--- config.mk ---
export PLATFORM = sky130hd
export DESIGN_NAME = keypad_entry_scanner
export DESIGN_NICKNAME = d
export VERILOG_FILES = /design/src/rtl/keypad_pkg.sv /design/src/rtl/keypad_frame_debounce.sv /design/src/rtl/keypad_entry_scanner.sv
export SDC_FILE = /design/constraint.sdc
export NUM_CORES = 1
export LEC_CHECK = 0
export CAP_MARGIN = 20
export CORE_ASPECT_RATIO = 1.2
export CORE_UTILIZATION = 55
export CTS_BUF_LIST = sky130_fd_sc_hd__clkbuf_4 sky130_fd_sc_hd__clkbuf_8
export CTS_CLUSTER_SIZE = 24
export DETAILED_ROUTE_END_ITERATION = 7
export PLACE_DENSITY = 0.8
export SETUP_SLACK_MARGIN = 0.3
export SKIP_CTS_REPAIR_TIMING = 1
export SYNTH_ARGS = -nofsm -noshare
export SYNTH_HDL_FRONTEND = slang
export SYNTH_HIERARCHICAL = 1
export SYNTH_SLANG_ARGS = --single-unit
export TNS_END_PERCENT = 5
--- constraint.sdc ---
create_clock -name clk_100MHz -period 6.8 [get_ports clk_100MHz]
set_clock_uncertainty 0.1 [all_clocks]
set_input_delay 1.36 -clock clk_100MHz [delete_from_list [all_inputs] [get_ports clk_100MHz]]
set_output_delay 1.36 -clock clk_100MHz [all_outputs]
set_load 0.05 [all_outputs]
--- src/rtl/keypad_pkg.sv ---
// Shared definitions for the keypad entry scanner.
// Contents:
//   KEY_BS, KEY_CLR  edit key codes (backspace, clear-all)
//   db_state_e       debouncer state encoding
//   row_hit_t        per-column row decode result
//   col_drive()      column select -> one-hot-low column drive
//   key_at()         (column, row index) -> key code
//   decode_row()     active-low row bus -> row_hit_t
package keypad_pkg;

    localparam logic [3:0] KEY_BS  = 4'hE;
    localparam logic [3:0] KEY_CLR = 4'hF;

    typedef enum logic [1:0] {
        DbIdle,
        DbCand,
        DbPressed
    } db_state_e;

    typedef struct packed {
        logic       hit;    // at least one active row
        logic       multi;  // two or more active rows
        logic [3:0] code;   // code of the topmost active row
    } row_hit_t;

    function automatic logic [3:0] col_drive(input logic [1:0] sel);
        logic [3:0] drive;
        unique case (sel)
            2'd0: drive = 4'b0111;
            2'd1: drive = 4'b1011;
            2'd2: drive = 4'b1101;
            default: drive = 4'b1110;
        endcase
        return drive;
    endfunction

    function automatic logic [3:0] key_at(input logic [1:0] c, input logic [1:0] r);
        logic [3:0] code;
        unique case ({c, r})
            4'b00_00: code = 4'h1;
            4'b00_01: code = 4'h4;
            4'b00_10: code = 4'h7;
            4'b00_11: code = 4'h0;
            4'b01_00: code = 4'h2;
            4'b01_01: code = 4'h5;
            4'b01_10: code = 4'h8;
            4'b01_11: code = 4'hF;
            4'b10_00: code = 4'h3;
            4'b10_01: code = 4'h6;
            4'b10_10: code = 4'h9;
            4'b10_11: code = 4'hE;
            4'b11_00: code = 4'hA;
            4'b11_01: code = 4'hB;
            4'b11_10: code = 4'hC;
            default:  code = 4'hD;
        endcase
        return code;
    endfunction

    // Row bit 3 is the top row; a low bit means that row is active.
    function automatic row_hit_t decode_row(input logic [1:0] c, input logic [3:0] row);
        row_hit_t   res;
        logic [3:0] act;
        logic [1:0] idx;
        act = ~row;
        if (act[3]) begin
            idx = 2'd0;
        end else if (act[2]) begin
            idx = 2'd1;
        end else if (act[1]) begin
            idx = 2'd2;
        end else begin
            idx = 2'd3;
        end
        res.hit   = (act != 4'b0000);
        res.multi = ((act & (act - 4'd1)) != 4'b0000);
        res.code  = key_at(c, idx);
        return res;
    endfunction

endpackage

--- src/rtl/keypad_frame_debounce.sv ---
// Frame-level debouncer: one event per physical press.
// Ports:
//   clk_i, reset_i     clock, synchronous active-high reset
//   frame_end_i        strobe: frame result below is valid this cycle
//   frame_key_i        frame saw exactly one key (0 = NONE or GHOST)
//   frame_code_i       code of that key
//   discard_i          drop an event that would register this cycle
//   press_o            combinational: an event registers on this edge
//   press_code_o       code carried by press_o
//   key_valid_o        registered 1-cycle event pulse
//   key_code_o         registered code of the last accepted event
module keypad_frame_debounce
    import keypad_pkg::*;
#(
    parameter int unsigned DEBOUNCE_FRAMES = 3
) (
    input  logic       clk_i,
    input  logic       reset_i,
    input  logic       frame_end_i,
    input  logic       frame_key_i,
    input  logic [3:0] frame_code_i,
    input  logic       discard_i,
    output logic       press_o,
    output logic [3:0] press_code_o,
    output logic       key_valid_o,
    output logic [3:0] key_code_o
);

    localparam int unsigned CntW = $clog2(DEBOUNCE_FRAMES + 1);
    localparam logic [CntW-1:0] LastCnt = CntW'(DEBOUNCE_FRAMES - 1);

    db_state_e       state_q;
    logic [CntW-1:0] cnt_q;
    logic [3:0]      cand_q;
    logic            key_valid_q;
    logic [3:0]      key_code_q;

    // The buffer in the top level must act on the same edge that raises key_valid,
    // so the accept condition is exposed before the register.
    always_comb begin
        press_o      = 1'b0;
        press_code_o = frame_code_i;
        if (frame_end_i && frame_key_i) begin
            if (state_q == DbIdle && DEBOUNCE_FRAMES == 1) begin
                press_o = 1'b1;
            end else if (state_q == DbCand && frame_code_i == cand_q && cnt_q == LastCnt) begin
                press_o = 1'b1;
            end
        end
    end

    always_ff @(posedge clk_i) begin
        if (reset_i) begin
            state_q     <= DbIdle;
            cnt_q       <= '0;
            cand_q      <= 4'h0;
            key_valid_q <= 1'b0;
            key_code_q  <= 4'h0;
        end else begin
            key_valid_q <= press_o & ~discard_i;
            if (press_o && !discard_i) begin
                key_code_q <= frame_code_i;
            end
            if (frame_end_i) begin
                unique case (state_q)
                    DbIdle: begin
                        if (frame_key_i) begin
                            cand_q <= frame_code_i;
                            if (DEBOUNCE_FRAMES == 1) begin
                                state_q <= DbPressed;
                                cnt_q   <= '0;
                            end else begin
                                state_q <= DbCand;
                                cnt_q   <= CntW'(1);
                            end
                        end
                    end
                    DbCand: begin
                        if (!frame_key_i) begin
                            state_q <= DbIdle;
                            cnt_q   <= '0;
                        end else if (frame_code_i == cand_q) begin
                            if (cnt_q == LastCnt) begin
                                state_q <= DbPressed;
                                cnt_q   <= '0;
                            end else begin
                                cnt_q <= cnt_q + 1'b1;
                            end
                        end else begin
                            cand_q <= frame_code_i;
                            cnt_q  <= CntW'(1);
                        end
                    end
                    DbPressed: begin
                        // cnt_q counts consecutive NONE frames towards release.
                        if (frame_key_i) begin
                            cnt_q <= '0;
                        end else if (cnt_q == LastCnt) begin
                            state_q <= DbIdle;
                            cnt_q   <= '0;
                        end else begin
                            cnt_q <= cnt_q + 1'b1;
                        end
                    end
                    default: begin
                        state_q <= DbIdle;
                        cnt_q   <= '0;
                    end
                endcase
            end
        end
    end

    assign key_valid_o = key_valid_q;
    assign key_code_o  = key_code_q;

endmodule

--- src/rtl/keypad_entry_scanner.sv ---
// 4x4 keypad column scanner, frame accumulator and entry buffer.
// Ports:
//   clk_100MHz   system clock
//   reset        synchronous active-high reset
//   row          keypad rows, active-low
//   clear_in     synchronous buffer clear (scanning continues)
//   col          column drive, one-hot-low
//   key_valid    1-cycle pulse per accepted press
//   key_code     code of the last accepted press
//   entry_bus    stored digits, digit i at [4i+3:4i]
//   entry_count  number of stored digits
//   field_done   pulse when entry_count reaches a multiple of DIGITS_PER_FIELD
//   entry_full   level: buffer full
//   overflow     pulse when a data key is dropped on a full buffer
module keypad_entry_scanner
    import keypad_pkg::*;
#(
    parameter int unsigned SCAN_TICKS       = 100000,
    parameter int unsigned SETTLE           = 10,
    parameter int unsigned DEBOUNCE_FRAMES  = 3,
    parameter int unsigned NUM_FIELDS       = 2,
    parameter int unsigned DIGITS_PER_FIELD = 4,
    parameter int unsigned EDIT_EN          = 1,
    localparam int unsigned Total           = NUM_FIELDS * DIGITS_PER_FIELD,
    localparam int unsigned CountW          = $clog2(Total + 1)
) (
    input  logic                 clk_100MHz,
    input  logic                 reset,
    input  logic [3:0]           row,
    input  logic                 clear_in,
    output logic [3:0]           col,
    output logic                 key_valid,
    output logic [3:0]           key_code,
    output logic [4*Total-1:0]   entry_bus,
    output logic [CountW-1:0]    entry_count,
    output logic                 field_done,
    output logic                 entry_full,
    output logic                 overflow
);

    localparam int unsigned TimerW = $clog2(SCAN_TICKS);
    localparam logic [TimerW-1:0] TimerLast = TimerW'(SCAN_TICKS - 1);
    localparam logic [TimerW-1:0] SettleT   = TimerW'(SETTLE);
    localparam logic [TimerW-1:0] FrameEndT = TimerW'(SETTLE + 1);
    localparam logic [CountW-1:0] TotalC    = CountW'(Total);

    logic [TimerW-1:0] timer_q;
    logic [1:0]        col_sel_q;
    logic              acc_hit_q, acc_ghost_q;
    logic [3:0]        acc_code_q;
    logic              sample, frame_end;
    row_hit_t          rh;

    assign sample    = (timer_q == SettleT);
    assign frame_end = (col_sel_q == 2'd3) && (timer_q == FrameEndT);
    assign rh        = decode_row(col_sel_q, row);
    assign col       = col_drive(col_sel_q);

    always_ff @(posedge clk_100MHz) begin
        if (reset) begin
            timer_q     <= '0;
            col_sel_q   <= 2'd0;
            acc_hit_q   <= 1'b0;
            acc_ghost_q <= 1'b0;
            acc_code_q  <= 4'h0;
        end else begin
            if (timer_q == TimerLast) begin
                timer_q   <= '0;
                col_sel_q <= col_sel_q + 2'd1;
            end else begin
                timer_q <= timer_q + 1'b1;
            end
            if (frame_end) begin
                acc_hit_q   <= 1'b0;
                acc_ghost_q <= 1'b0;
                acc_code_q  <= 4'h0;
            end else if (sample && rh.hit) begin
                // A second active row, or a key already seen in an earlier column, is a ghost.
                if (rh.multi || acc_hit_q) begin
                    acc_ghost_q <= 1'b1;
                end else begin
                    acc_code_q <= rh.code;
                end
                acc_hit_q <= 1'b1;
            end
        end
    end

    logic       press;
    logic [3:0] press_code;

    keypad_frame_debounce #(
        .DEBOUNCE_FRAMES(DEBOUNCE_FRAMES)
    ) u_debounce (
        .clk_i        (clk_100MHz),
        .reset_i      (reset),
        .frame_end_i  (frame_end),
        .frame_key_i  (acc_hit_q & ~acc_ghost_q),
        .frame_code_i (acc_code_q),
        .discard_i    (clear_in),
        .press_o      (press),
        .press_code_o (press_code),
        .key_valid_o  (key_valid),
        .key_code_o   (key_code)
    );

    logic [4*Total-1:0] entry_q, entry_d;
    logic [CountW-1:0]  count_q, count_d;
    logic               field_done_q, field_done_d;
    logic               overflow_q, overflow_d;

    always_comb begin
        entry_d      = entry_q;
        count_d      = count_q;
        field_done_d = 1'b0;
        overflow_d   = 1'b0;
        if (clear_in) begin
            entry_d = '0;
            count_d = '0;
        end else if (press) begin
            if (EDIT_EN != 0 && press_code == KEY_BS) begin
                if (count_q != '0) begin
                    count_d = count_q - 1'b1;
                    entry_d[4*(int'(count_q)-1) +: 4] = 4'h0;
                end
            end else if (EDIT_EN != 0 && press_code == KEY_CLR) begin
                entry_d = '0;
                count_d = '0;
            end else if (count_q < TotalC) begin
                entry_d[4*int'(count_q) +: 4] = press_code;
                count_d      = count_q + 1'b1;
                field_done_d = ((int'(count_d) % DIGITS_PER_FIELD) == 0);
            end else begin
                overflow_d = 1'b1;
            end
        end
    end

    always_ff @(posedge clk_100MHz) begin
        if (reset) begin
            entry_q      <= '0;
            count_q      <= '0;
            field_done_q <= 1'b0;
            overflow_q   <= 1'b0;
        end else begin
            entry_q      <= entry_d;
            count_q      <= count_d;
            field_done_q <= field_done_d;
            overflow_q   <= overflow_d;
        end
    end

    assign entry_bus   = entry_q;
    assign entry_count = count_q;
    assign field_done  = field_done_q;
    assign overflow    = overflow_q;
    assign entry_full  = (count_q == TotalC);

endmodule

==> impl_metrics.tcl <==
set metrics [dict create \
    crit_buf_inv 2 \
    timing.fmax_mhz 231 \
    status "finished, final reports clean" \
    drv_cap 0 \
    first_global_vias 3801 \
    drc 0 \
    num_vias 4066 \
    synth_most_common_cell "dfxtp_1" \
    grt_max_degree 34 \
    gr-usage-all-layers_pct 26.2 \
    cts_tree "yes" \
    pre_cts_slack_ns 2.55 \
    initialDrtViolationCount 306 \
    synth_edf_count 0 \
    synth.area.top_cells "dfxtp_1 35%, nand2_1 5.9%, ha_1 5.4%" \
    ys_top_cells_by_count "76 x dfxtp_1, 69 x nand2_1, 53 x nor2_1" \
    die_area_um2 8370 \
    slew_headroom_pct 43.0 \
    final.min_clock_period_ns 4.33 \
    coreArea_um2 7710 \
    die_x_um 83.7 \
    viasPerCell 6.17 \
    synth_largest_area_cell "dfxtp_1" \
    pin_count 55 \
    ys_seq_elements 76 \
    peakVddDrop_mv 0.113 \
    crit_chain "inv_1 > ha_1 > or2_2 > o21ai_0 > nand3_1 > inv_1 > ha_1 > or4bb_1 > nor3_4 > o2111ai_1 > a21oi_2 > o22ai_1" \
    critPathTopFamily "simple AND/OR/NAND/NOR gates" \
    syn_area_um2 4410 \
    drive_above_1_share_pct 8.29 \
    cts.clk_slew.worst_paths_ns 0.09 \
    yosysWarnings 6 \
    chipHeight_um 100 \
    cts_num_sinks 76 \
    antenna_found_initial 0 \
    io_buffer_count 54 \
    cp.required_ns 6.93 \
    hold_class "register to register" \
    setup_slack_ns 2.47 \
    gr-total-overflow 0 \
    cts_buffers 9 \
    rows 35 \
    cp-start-kind "register" \
    nets 589 \
    tns_ns 0 \
    rsz0062_at_grt "no" \
    dr.pass1.iters 8 \
    cp_slowest_cell "dfxtp_1" \
    ys_async_sr_fraction_pct 0 \
    design_area_um2 5110 \
    clk_latency_ns 0.35 \
    syn_nets 557 \
    path_max_fanout 22 \
    crit_path_end_kind "register" \
    synth_seq_area_share_pct 34.5 \
    p_leak_nw 1.70 \
    nFillCells 642 \
    setup.worst_path.class "register to register" \
    power_density_nw_per_um2 166 \
    synth_cell_types 68 \
    grt_pass1_wl_mm 18.1 \
    ant_nets 0 \
    antenna_cells 0 \
    syn_area_per_cell_um2 8.30 \
    min_period_over_period_pct 63.6 \
    dpl-instance-area_um2 4890 \
    max_stage_delay_ns 0.80 \
    start_util_pct 57.2 \
    root_buffer "clkbuf_8" \
    cts.path.max_buffers 2 \
    hold_viol_final 0 \
    tightest_slew_ns 0.854 \
    synth_top_area_share_pct 34.5 \
    slew_viol_final 0 \
    crit_arrival_ns 4.45 \
    area_delta_synth_final_pct 15.9 \
    hpwlAfterDp_mm 7.60 \
    final-setup-viol-count 0 \
    synth_ff_type "dfxtp_1" \
    netlist_instances 531 \
    gp_congestion 0.945 \
    wl_per_cell_um 16.0 \
    cts_max_level 3 \
    routed_wl_mm 10.6 \
]
## per-layer routing
| metal | track usage, % | routed length [um] | vias up |
|---|---|---|---|
| li1 | - | - | 1985 |
| met1 | 32.4 | 4510 | 1917 |
| met2 | 45.3 | 5280 | 133 |
| met3 | 5.10 | 529 | 31 |
| met4 | 10.2 | 251 | 0 |
| met5 | 0 | 0 | - |
## state kept, by name, summed over array words and instances, names as in the netlist, 2 cells and up
name and flops:
acc_code_q 4, col_sel_q 2, entry_bus 32, entry_count 4, timer_q 17, u_debounce/cand_q 4, u_debounce/cnt_q 2, u_debounce/key_code_o 4
u_debounce/state_q 2
## metrics by stage
step	std cells	power, mW	utilization [%]	hold slack (ns)
final	659	0.847	66.3	0.366
after global routing	659	0.878	66.3	0.391
after CTS	659	0.853	66.3	0.366
after detailed placement	644	0.485	63.5	0.351
after global placement	644	0.484	63.5	0.347
after floorplan	531	0.477	-	0.337
## cells in the final DEF, fill, tap and decap left out, types with 3 or more instances in the layout
cell	n
o211ai_1	5
nand2_1	69
ha_1	19
o22ai_1	27
nor4_1	6
and4_1	4
and2_1	3
or4bb_1	3
mux2i_1	9
nor3_1	9
a311oi_1	5
nor2b_1	6
clkdlybuf4s50_1	54
a21oi_2	7
or2_2	5
dfxtp_1	76
xnor2_1	17
clkbuf_8	9
o2111ai_1	5
o21ai_0	16
a31oi_1	9
nor4b_1	3
nand3_1	18
a21oi_1	12
nand3b_1	4
inv_1	20
nor2_1	52
nand2b_1	9
o2bb2ai_1	5
and3_1	7
nand4_1	8
nand4b_1	3
xor2_1	9
a22oi_1	4
## cell type report
cell class	instances	area [um^2]	area share, %
Multi-Input combinational cell	399	2630	51.4
Sequential cell	76	1520	29.8
Timing Repair Buffer	55	548	10.7
Clock buffer	9	124	2.43
Tap cell	92	115	2.25
Clock inverter	6	87.6	1.72
Inverter	22	85.1	1.67
## final timing paths
check | startpoint | end | slack [ns] | cells past startpoint
setup / recovery | entry_count[0] | entry_bus[14] | 2.47 | 12
hold / removal | entry_bus[10] | entry_bus[10] | 0.37 | 2
setup reg to reg | entry_count[0] | entry_bus[14] | 2.47 | 12
hold reg to reg | entry_bus[10] | entry_bus[10] | 0.37 | 2
## power by group
part / internal, mW / switching, mW
combinational: 0.00984 / 0.0162
sequential: 0.447 / 0.00261
clock: 0.205 / 0.166
total: 0.662 / 0.185
## worst reg2reg max path: cells and delay by family, from the launching register on
family	cells	cell delay, ns
and+or+nand+nor	4	1.44
buffers and inverters	2	0.29
AOI/OAI and AO/OA	4	0.87
DFF	1	0.80
adders and majority gates	2	0.71
## logic make-up (layout without fill, tap and decap cells)
logic type	after synthesis	in the layout	synth area share (%)
AOI/OAI and AO/OA	113	113	17.8
xor gates and xnor gates	27	27	5.71
adders and majority gates	19	19	5.40
buffers and inverters	56	92	5.94
DFF	76	76	34.5
muxes	9	9	2.04
and+or+nand+nor	231	231	28.6
Note: power is estimated with default switching activity, not from simulation.
